### src/rtl/productor_pkg.sv
// Shared constants and FSM encoding for the productor multiplier arbiter.
// Latency: n/a (types only).
// Backpressure: n/a.
package productor_pkg;

  localparam int PROD_DATA_W = 8;

  typedef enum logic [1:0] {
    IDLE = 2'd0,
    CALC = 2'd1,
    RESP = 2'd2
  } state_t;

endpackage

### src/rtl/productor_rr_pick.sv
// Combinational request picker: round-robin after last_grant, or lowest index
// first when PRODUCTOR_ARB_FIXED_PRIO_EN is defined. Latency: combinational. Backpressure: none.
module productor_rr_pick
  import productor_pkg::*;
#(
  parameter  int NUM_REQ = 4,
  localparam int ID_W    = $clog2(NUM_REQ)
) (
  input  logic [NUM_REQ-1:0] req_vec,
`ifndef PRODUCTOR_ARB_FIXED_PRIO_EN
  input  logic [ID_W-1:0]    last_grant,
`endif
  output logic [NUM_REQ-1:0] grant_oh,
  output logic [ID_W-1:0]    grant_idx,
  output logic               any_valid
);

  always_comb begin
    int idx;
    idx       = 0;
    grant_oh  = '0;
    grant_idx = '0;
    any_valid = 1'b0;
`ifdef PRODUCTOR_ARB_FIXED_PRIO_EN
    // Scan high to low so the lowest valid index is written last.
    for (int i = NUM_REQ - 1; i >= 0; i--) begin
      if (req_vec[ID_W'(i)]) begin
        grant_idx = ID_W'(i);
        any_valid = 1'b1;
      end
    end
`else
    // Scan farthest-from-pointer first so the nearest candidate wins.
    for (int i = NUM_REQ; i >= 1; i--) begin
      idx = (int'(last_grant) + i) % NUM_REQ;
      if (req_vec[ID_W'(idx)]) begin
        grant_idx = ID_W'(idx);
        any_valid = 1'b1;
      end
    end
`endif
    if (any_valid) grant_oh[grant_idx] = 1'b1;
  end

endmodule

### src/rtl/productor_top.sv
// Shared 8x8 multiplier datapath; product truncated to the low 8 bits.
// Latency: combinational.
// Backpressure: none.
module productor_top
  import productor_pkg::*;
(
  input  logic [PROD_DATA_W-1:0] a_i,
  input  logic [PROD_DATA_W-1:0] b_i,
  output logic [PROD_DATA_W-1:0] p_o
);

  assign p_o = a_i * b_i;

endmodule

### src/rtl/productor_arbiter.sv
// Arbitrates NUM_REQ requesters onto one productor_top multiplier (macro PRODUCTOR_ARB_FIXED_PRIO_EN selects fixed priority).
// Latency: accept at t -> rsp_valid_o at t+2; one issue every 3 cycles minimum.
// Backpressure: response held in RESP until rsp_ready_i; no requests accepted meanwhile.
module productor_arbiter
  import productor_pkg::*;
#(
  parameter  int NUM_REQ = 4,
  localparam int ID_W    = $clog2(NUM_REQ)
) (
  input  logic                           clk_i,
  input  logic                           rst_i,
  input  logic [NUM_REQ-1:0]             req_valid_i,
  output logic [NUM_REQ-1:0]             req_ready_o,
  input  logic [NUM_REQ*PROD_DATA_W-1:0] req_data0_i,
  input  logic [NUM_REQ*PROD_DATA_W-1:0] req_data1_i,
  output logic                           rsp_valid_o,
  input  logic                           rsp_ready_i,
  output logic [PROD_DATA_W-1:0]         rsp_result_o,
  output logic [ID_W-1:0]                rsp_id_o,
  output logic                           busy_o
);

  state_t                 state_q, state_d;
  logic [PROD_DATA_W-1:0] op0_q, op1_q, prod;
  logic [PROD_DATA_W-1:0] sel0, sel1;
  logic [ID_W-1:0]        id_q;
  logic [NUM_REQ-1:0]     grant_oh;
  logic [ID_W-1:0]        grant_idx;
  logic                   any_valid;
  logic                   accept;

`ifndef PRODUCTOR_ARB_FIXED_PRIO_EN
  logic [ID_W-1:0]        last_grant_q;
`endif

  productor_rr_pick #(.NUM_REQ(NUM_REQ)) u_pick (
    .req_vec    (req_valid_i),
`ifndef PRODUCTOR_ARB_FIXED_PRIO_EN
    .last_grant (last_grant_q),
`endif
    .grant_oh   (grant_oh),
    .grant_idx  (grant_idx),
    .any_valid  (any_valid)
  );

  productor_top u_mul (
    .a_i (op0_q),
    .b_i (op1_q),
    .p_o (prod)
  );

  assign sel0   = req_data0_i[int'(grant_idx)*PROD_DATA_W +: PROD_DATA_W];
  assign sel1   = req_data1_i[int'(grant_idx)*PROD_DATA_W +: PROD_DATA_W];
  assign accept = (state_q == IDLE) && any_valid;
  assign busy_o = (state_q != IDLE);

  always_comb begin
    state_d     = state_q;
    req_ready_o = '0;
    rsp_valid_o = 1'b0;
    case (state_q)
      IDLE: begin
        req_ready_o = grant_oh;
        if (any_valid) state_d = CALC;
      end
      CALC: state_d = RESP;
      RESP: begin
        rsp_valid_o = 1'b1;
        if (rsp_ready_i) state_d = IDLE;
      end
      default: state_d = IDLE;
    endcase
  end

  always_ff @(posedge clk_i or posedge rst_i) begin
    if (rst_i) begin
      state_q      <= IDLE;
      op0_q        <= '0;
      op1_q        <= '0;
      id_q         <= '0;
      rsp_result_o <= '0;
      rsp_id_o     <= '0;
`ifndef PRODUCTOR_ARB_FIXED_PRIO_EN
      last_grant_q <= ID_W'(NUM_REQ - 1);
`endif
    end else begin
      state_q <= state_d;
      if (accept) begin
        op0_q <= sel0;
        op1_q <= sel1;
        id_q  <= grant_idx;
`ifndef PRODUCTOR_ARB_FIXED_PRIO_EN
        last_grant_q <= grant_idx;
`endif
      end
      if (state_q == CALC) begin
        rsp_result_o <= prod;
        rsp_id_o     <= id_q;
      end
    end
  end

endmodule

### config.mk
export PLATFORM = sky130hd
export DESIGN_NAME = productor_arbiter
export DESIGN_NICKNAME = d
export VERILOG_FILES = /design/src/rtl/productor_pkg.sv /design/src/rtl/productor_rr_pick.sv /design/src/rtl/productor_top.sv /design/src/rtl/productor_arbiter.sv
export SDC_FILE = /design/constraint.sdc
export NUM_CORES = 1
export LEC_CHECK = 0
export BUFFER_PORTS_ARGS = -buffer_cell sky130_fd_sc_hd__clkbuf_2
export CELL_PAD_IN_SITES_DETAIL_PLACEMENT = 0
export CELL_PAD_IN_SITES_GLOBAL_PLACEMENT = 1
export CORE_AREA = 2 2 82 84
export CTS_BUF_LIST = sky130_fd_sc_hd__clkbuf_2
export CTS_CLUSTER_DIAMETER = 200
export DETAILED_ROUTE_END_ITERATION = 7
export DIE_AREA = 0 0 84 86
export HOLD_SLACK_MARGIN = 0.02
export PLACE_DENSITY_LB_ADDON = 0.2
export SLEW_MARGIN = 40
export SYNTH_ARGS = -nofsm -noshare
export SYNTH_HDL_FRONTEND = slang
export SYNTH_HIERARCHICAL = 1
export SYNTH_SLANG_ARGS = --single-unit
### constraint.sdc
create_clock -name clk_i -period 5.8 [get_ports clk_i]
set_input_delay 0.58 -clock clk_i [delete_from_list [all_inputs] [get_ports clk_i]]
set_output_delay 0.58 -clock clk_i [all_outputs]
set_load 0.01 [all_outputs]
==> results.yml, run 1 <==
sta:
  hold_viol_final: 0
  drv_slew: 0
  grt_setup_unrepaired: "no"
  clock_skew_ns: 0.01843
  fin_tns_setup_ns: 0
  slew_headroom_pct: 57.86
  worst_pin_slew_ns: 0.6314
  timing.final.crit_share_pct: 70.82
  setup_viol: 0
  layout_setup_ws_ns: 1.693
  fmax_mhz: 243.5
  fin_crit_ns: 4.107
floorplan:
  die_w_um: 84
  core_um2: 6277
  die_height_um: 86
  dieArea_um2: 7224
  io_pins: 87
  row_count: 29
  initial_core_util_pct: 44.45
status:
  status: "complete, no violations"
run:
  cap_violations: 0
synthesis:
  ys_top_cells_by_area: "dfrtp_1, mux2_2, fa_1"
  synth-seq-area-share_pct: 28.79
  yosys.area_share.simple_pct: 11.12
  synth_nets: 330
  synth-compound-area-share_pct: 5.112
  ys_warn_count: 6
  synth_cells: 231
  synth_top_family_by_area: "multiplexers"
  synthAdderAreaFrac_pct: 15.78
  avgSynthCellArea_um2: 12.08
  ys_types: 41
  synth_area_um2: 2790
  yosys-mux-area-fraction_pct: 27.17
  synth_top_area_share_pct: 26.91
  synth-seq-cells: 32
  synth_top_cell_by_area: "dfrtp_1"
  synthXorXnorAreaFrac_pct: 5.650
clocking:
  cts_hold_buffers: 0
  cts.sinks: 32
  cts_tree: "built"
  cts_root_buffer: "clkbuf_2"
  cts.htree.levels: 2
  cts_buffer_depth: 2
  post_cts_resized: 0
  numCtsBuffers: 5
  clock_latency_ns: 0.36
  post-cts-setup-buffers: 0
  clk_pin_slew_ns: 0.17
global_routing:
  grt_pass1_vias: 2092
  overflow: 0
  grt_max_degree: 33
  grt_usage_pct: 16.36
  antenna_found_initial: 0
  grt_first_pass_wirelength_um: 9446
placed_design:
  pre_cts_ws_ns: 1.721
  io_buffers: 86
  dp_hpwl_um: 4470
  place.gp.congestion: 0.8746
worst_setup_path:
  arrival_ns: 4.37
  cp_max_fo: 9
  cp.required_ns: 6.07
  critPathLaunchType: "register"
  worstSetupEndpointType: "register"
  criticalPathCategory: "register to register"
min_path:
  hold_path_class: "primary input to asynchronous set/reset pin"
final_layout:
  n_antenna_cell: 0
  area_growth_pct: 18.92
  drive_gt1_share_pct: 46.23
  finalNetCount: 416
  n_fill_cell: 598
route:
  drtAntennaViolNets: 0
  totalWireLength_um: 5457
  routedWlPerCell_um: 13.82
  firstDrtPassIters: 4
  vias_per_cell: 5.051
  drcViolationCount: 0
  num_vias: 1995
  first_iter_violations: 81
## final timing paths
path | slack [ns] | startpoint | cells after the start | endpoint
worst max register to register | 1.69 | op0_q[0]$_DFFE_PP0P_ | 14 | rsp_result_o[7]$_DFFE_PP0N_
worst min-delay path | 0.24 | rst_i | 3 | rsp_result_o[2]$_DFFE_PP0N_
worst min register to register | 0.53 | rsp_result_o[4]$_DFFE_PP0N_ | 1 | rsp_result_o[4]$_DFFE_PP0N_
min in group clk_i | 0.40 | rsp_ready_i | 2 | state_q[1]$_DFFE_PP0P_
max in group asynchronous | 5.21 | rst_i | 3 | last_grant_q[1]$_DFFE_PP1P_
worst max-delay path | 1.69 | op0_q[0]$_DFFE_PP0P_ | 14 | rsp_result_o[7]$_DFFE_PP0N_
## Yosys cell counts
| cell | count |
|---|---|
| o221a_2 | 1 |
| a211oi_2 | 1 |
| a221oi_1 | 1 |
| mux4_1 | 8 |
| mux2_2 | 22 |
| o21ai_0 | 1 |
| mux2_4 | 8 |
| fa_1 | 12 |
| dfrtp_1 | 30 |
| xnor2_1 | 9 |
| buf_2 | 6 |
| nand2b_4 | 1 |
| nor2b_1 | 2 |
| nand2_2 | 1 |
| a211oi_1 | 1 |
| a21o_1 | 3 |
| nand3b_1 | 1 |
| nor2_1 | 4 |
| nand2_1 | 18 |
| o221ai_1 | 1 |
| mux4_2 | 8 |
| o21a_1 | 2 |
| buf_6 | 2 |
| and2_1 | 19 |
| and2_2 | 4 |
| buf_4 | 1 |
| xnor2_2 | 1 |
| a21oi_1 | 4 |
| a22oi_1 | 1 |
| clkbuf_1 | 1 |
| xor2_1 | 2 |
| o22ai_1 | 1 |
| a2bb2oi_1 | 1 |
| a22o_1 | 1 |
| inv_1 | 25 |
| xnor3_1 | 2 |
| nand2b_1 | 5 |
| dfstp_2 | 2 |
| nor3b_1 | 1 |
| buf_12 | 1 |
| ha_1 | 16 |
## per-stage QoR
| step | utilization (%) | hold WS [ns] | std cells | cell area (um2) |
|---|---|---|---|---|
| finish | 52.86 | 0.2407 | 395 | 3318 |
| floorplan | - | 0.4766 | 231 | 2790 |
| CTS | 52.86 | 0.2263 | 395 | 3318 |
| global route | 52.86 | 0.2319 | 395 | 3318 |
| detailed placement | 52.26 | 0.4930 | 387 | 3281 |
| global placement | 52.16 | 0.4885 | 387 | 3274 |
## cell type report
cell class | instances | area (um2) | share of cell area (%)
clock inverter | 2 | 7.507 | 0.2262
sequential | 32 | 803.3 | 24.21
clock buffer | 6 | 30.03 | 0.9050
multi-input combinational | 163 | 1827 | 55.05
inverter | 25 | 93.84 | 2.828
tap | 77 | 96.34 | 2.903
timing repair buffer | 90 | 460.4 | 13.88
## worst max-delay path, cell delays in order (launching register included)
cell and delay [ns]:
dfrtp_1 0.52, nand2_1 0.12, fa_1 0.43, inv_1 0.09, fa_1 0.39, ha_1 0.29
inv_1 0.05, fa_1 0.52, inv_1 0.04, ha_1 0.33, a21o_1 0.20, a21oi_1 0.16
xnor3_1 0.24, xnor3_1 0.36, mux2_2 0.26
## registers in the layout, indices dropped and copies added, names as in the netlist
signal        count
rsp_id_o          2
op1_q             8
id_q              2
state_q           2
last_grant_q      2
op0_q             8
rsp_result_o      8
## kinds of logic (layout without fill, tap and decap cells)
| family | after synthesis | in the layout |
|---|---|---|
| XOR/XNOR | 14 | 14 |
| adder cells (fa/ha/maj) | 28 | 28 |
| AND/OR/NAND/NOR | 56 | 56 |
| buffers and inverters | 36 | 123 |
| AO/OA/AOI/OAI | 19 | 19 |
| multiplexers | 46 | 46 |
| flip-flops | 32 | 32 |
## cell usage in the layout (no fill, tap or decap), types with 2 or more instances in the layout
master     n
clkbuf_2  92
dfrtp_1   30
inv_1     25
mux2_2    22
and2_1    19
nand2_1   18
ha_1      16
fa_1      12
xnor2_1    9
mux4_2     8
mux2_4     8
mux4_1     8
nand2b_1   5
nor2_1     4
buf_4      4
and2_2     4
a21oi_1    4
a21o_1     3
clkinv_1   2
dfstp_2    2
xnor3_1    2
xor2_1     2
nor2b_1    2
o21a_1     2
## routing by layer
metal  vias up  track usage, %  part of all wire [%]
li1        973               -                     -
met1       963           21.86                    46
met2        57           27.35                    49
met3         2           2.791                   4.4
met4         0           5.279                  0.71
met5         -               0                     0
Power of run 1 is not shown: default switching activity piles up to over one toggle a cycle in this logic, so the estimate is an artifact.
==> run 2: changes to the inputs <==
--- a/config.mk
+++ b/config.mk
@@ -5,14 +5,15 @@
 export SDC_FILE = /design/constraint.sdc
 export NUM_CORES = 1
 export LEC_CHECK = 0
+export ABC_AREA = 1
 export BUFFER_PORTS_ARGS = -buffer_cell sky130_fd_sc_hd__clkbuf_2
 export CELL_PAD_IN_SITES_DETAIL_PLACEMENT = 0
 export CELL_PAD_IN_SITES_GLOBAL_PLACEMENT = 1
-export CORE_AREA = 2 2 82 84
+export CORE_AREA = 2 2 103 105
 export CTS_BUF_LIST = sky130_fd_sc_hd__clkbuf_2
 export CTS_CLUSTER_DIAMETER = 200
 export DETAILED_ROUTE_END_ITERATION = 7
-export DIE_AREA = 0 0 84 86
+export DIE_AREA = 0 0 105 107
 export HOLD_SLACK_MARGIN = 0.02
 export PLACE_DENSITY_LB_ADDON = 0.2
 export SLEW_MARGIN = 40
==> constraint.sdc (replaced) <==
create_clock -name clk_i -period 3.4 [get_ports clk_i]
set_input_delay 0.34 -clock clk_i [delete_from_list [all_inputs] [get_ports clk_i]]
set_output_delay 0.34 -clock clk_i [all_outputs]
set_load 0.01 [all_outputs]
==> results.yml, run 2 <==
status:
  status: "complete, but fails checks"
  violations: "negative setup slack"
route:
  totalWireLength_um: 8578
  dr_wl_met3_um: 454
  drcViolationCount: 0
  first_iter_violations: 118
  routedWlPerCell_um: 10.70
  firstDrtPassIters: 4
  routed.top_layer: "met4"
  vias_per_cell: 4.309
  met2_length_um: 3832
  drtAntennaViolNets: 0
  num_vias: 3456
  drt-met1-wl_um: 4207
global_routing:
  grt_pass1_vias: 3196
  overflow: 0
  grt_first_pass_wirelength_um: 14690
  grt_max_degree: 33
  grt_usage_pct: 15.87
  antenna_found_initial: 0
worst_setup_path:
  cp-endpoint: "rsp_result_o[7]$_DFFE_PP0N_"
  ff2ff_path_depth: 19
  critPathLaunchType: "register"
  rr_startpoint: "op0_q[2]$_DFFE_PP0P_"
  r2r_end: "rsp_result_o[7]$_DFFE_PP0N_"
  criticalPathCategory: "register to register"
  cp_max_fo: 4
  worstSetupEndpointType: "register"
  arrival_ns: 3.96
  rrSetupSlack_ns: -0.23
  cp.required_ns: 3.73
  critPathLaunch: "op0_q[2]$_DFFE_PP0P_"
placed_design:
  pre_cts_ws_ns: -0.2002
  dp_hpwl_um: 6956
  place_inst: 788
  io_buffers: 86
  place.gp.congestion: 0.8410
clocking:
  numCtsBuffers: 5
  clock_latency_ns: 0.41
  clk_pin_slew_ns: 0.20
  cts.htree.levels: 2
  cts_root_buffer: "clkbuf_2"
  cts_buffer_depth: 2
  cts_tree: "built"
  cts.sinks: 32
final_layout:
  n_fill_cell: 1160
  seq_area_um2: 803.3
  drive_gt1_share_pct: 26.13
  multi_input_area_um2: 2039
  area_growth_pct: 25.02
  final_common_cell: "nand2_1"
  top_regs: "op0_q: 8 flops, op1_q: 8 flops, rsp_result_o: 8 flops"
  finalNetCount: 764
  final_util_pct: 42.07
  n_antenna_cell: 0
  final_cell_mix: "nand2_1, inv_1, clkbuf_2"
  fin_cells: 802
synthesis:
  synth-edff-count: 0
  avgSynthCellArea_um2: 6.010
  synth-seq-area-share_pct: 23.66
  synth-seq-cells: 32
  synthFlopType: "dfrtp_1"
  synth_area_um2: 3396
  netlist_top_cells_count: "nand2_1, inv_1, nand3_1"
  ys_top_cells_by_area: "nand2_1, dfrtp_1, inv_1"
  synth_cells: 565
  ys_warn_count: 6
  synth.most_common_cell: "nand2_1"
  synth_nets: 664
  ys_types: 28
  synthArstFlopShare_pct: 100.0
  synth_top_cell_by_area: "nand2_1"
  synth_top_area_share_pct: 26.53
floorplan:
  dieArea_um2: 11240
  die_height_um: 107
  row_count: 37
  initial_core_util_pct: 33.65
  core_um2: 10090
  die_w_um: 105
  io_pins: 87
sta:
  drv_slew: 0
  layout_setup_ws_ns: -0.2301
  fin_crit_ns: 3.630
  worst_pin_slew_ns: 0.5647
  hold_viol_final: 0
  fmax_mhz: 275.5
  timing.final.crit_share_pct: 106.8
  setup_viol: 1
  clock_skew_ns: 0.03050
  grt_setup_unrepaired: "yes"
  slew_headroom_pct: 62.21
run:
  cap_violations: 0
min_path:
  hold_path_class: "primary input to register"
  hp-start: "rsp_ready_i"
run 2: final cells by class:
class	count	area share, %
Sequential cell	32	18.92
Multi-Input combinational cell	376	48.04
Clock inverter	3	1.002
Inverter	136	12.02
Tap cell	136	4.008
Timing Repair Buffer	114	15.41
Clock buffer	5	0.5894
run 2: kinds of logic after synthesis:
logic type | count (synthesis) | share of synthesized area [%]
flops | 32 | 23.66
buf+inv | 157 | 18.72
xor+xnor | 4 | 1.032
simple gates | 332 | 41.60
fa+ha+maj | 28 | 12.97
compound gates | 12 | 2.027
run 2: worst min path at each step:
stage               cells after the start                endpoint  slack, ns
global placement                        2  state_q[1]$_DFFE_PP0P_       0.31
floorplan                               2    op1_q[1]$_DFFE_PP0P_       0.44
CTS                                     4  state_q[1]$_DFFE_PP0P_       0.12
global route                            4  state_q[1]$_DFFE_PP0P_       0.13
finish                                  4  state_q[1]$_DFFE_PP0P_       0.13
detailed placement                      2  state_q[1]$_DFFE_PP0P_       0.31
run 2: repair_timing:
| action | CTS | global route |
|---|---|---|
| gates cloned | 0 | 0 |
| hold buffers | 1 | 0 |
| pin swaps | 2 | 21 |
| gates resized for setup | 0 | 24 |
| endpoints found under the setup margin | 1 | 2 |
| endpoints found under the hold margin | 9 | 0 |
| buffers inserted | 2 | 3 |
run 2: per-layer routing:
layer,vias up,track usage [%]
li1,1836,-
met1,1516,22.33
met2,97,25.23
met3,7,2.918
met4,0,3.810
met5,-,0
run 2: critical path, cell delays in order (launching register included):
cell and delay, ns:
dfrtp_1 0.47, nand2_1 0.10, inv_2 0.04, fa_2 0.34, inv_2 0.06, fa_1 0.44
fa_1 0.49, fa_1 0.54, inv_2 0.05, ha_4 0.24, nand2_1 0.08, nand2_2 0.07
a21oi_4 0.13, nand3_2 0.12, nand2_2 0.09, nand2_2 0.06, nand3_1 0.06, nand2_1 0.05
nand3_1 0.07, nand2_1 0.06
run 2: stage by stage:
| stage | setup TNS, ns | hold slack (ns) | area (um2) |
|---|---|---|---|
| after floorplan | -0.001934 | 0.4436 | 3440 |
| after global placement | -0.06985 | 0.3137 | 4068 |
| after detailed placement | -0.2002 | 0.3132 | 4075 |
| after CTS | -0.1599 | 0.1201 | 4168 |
| after global routing | -0.4701 | 0.1330 | 4245 |
| final | -0.2301 | 0.1319 | 4245 |
Power of run 2 is left out for the same reason.
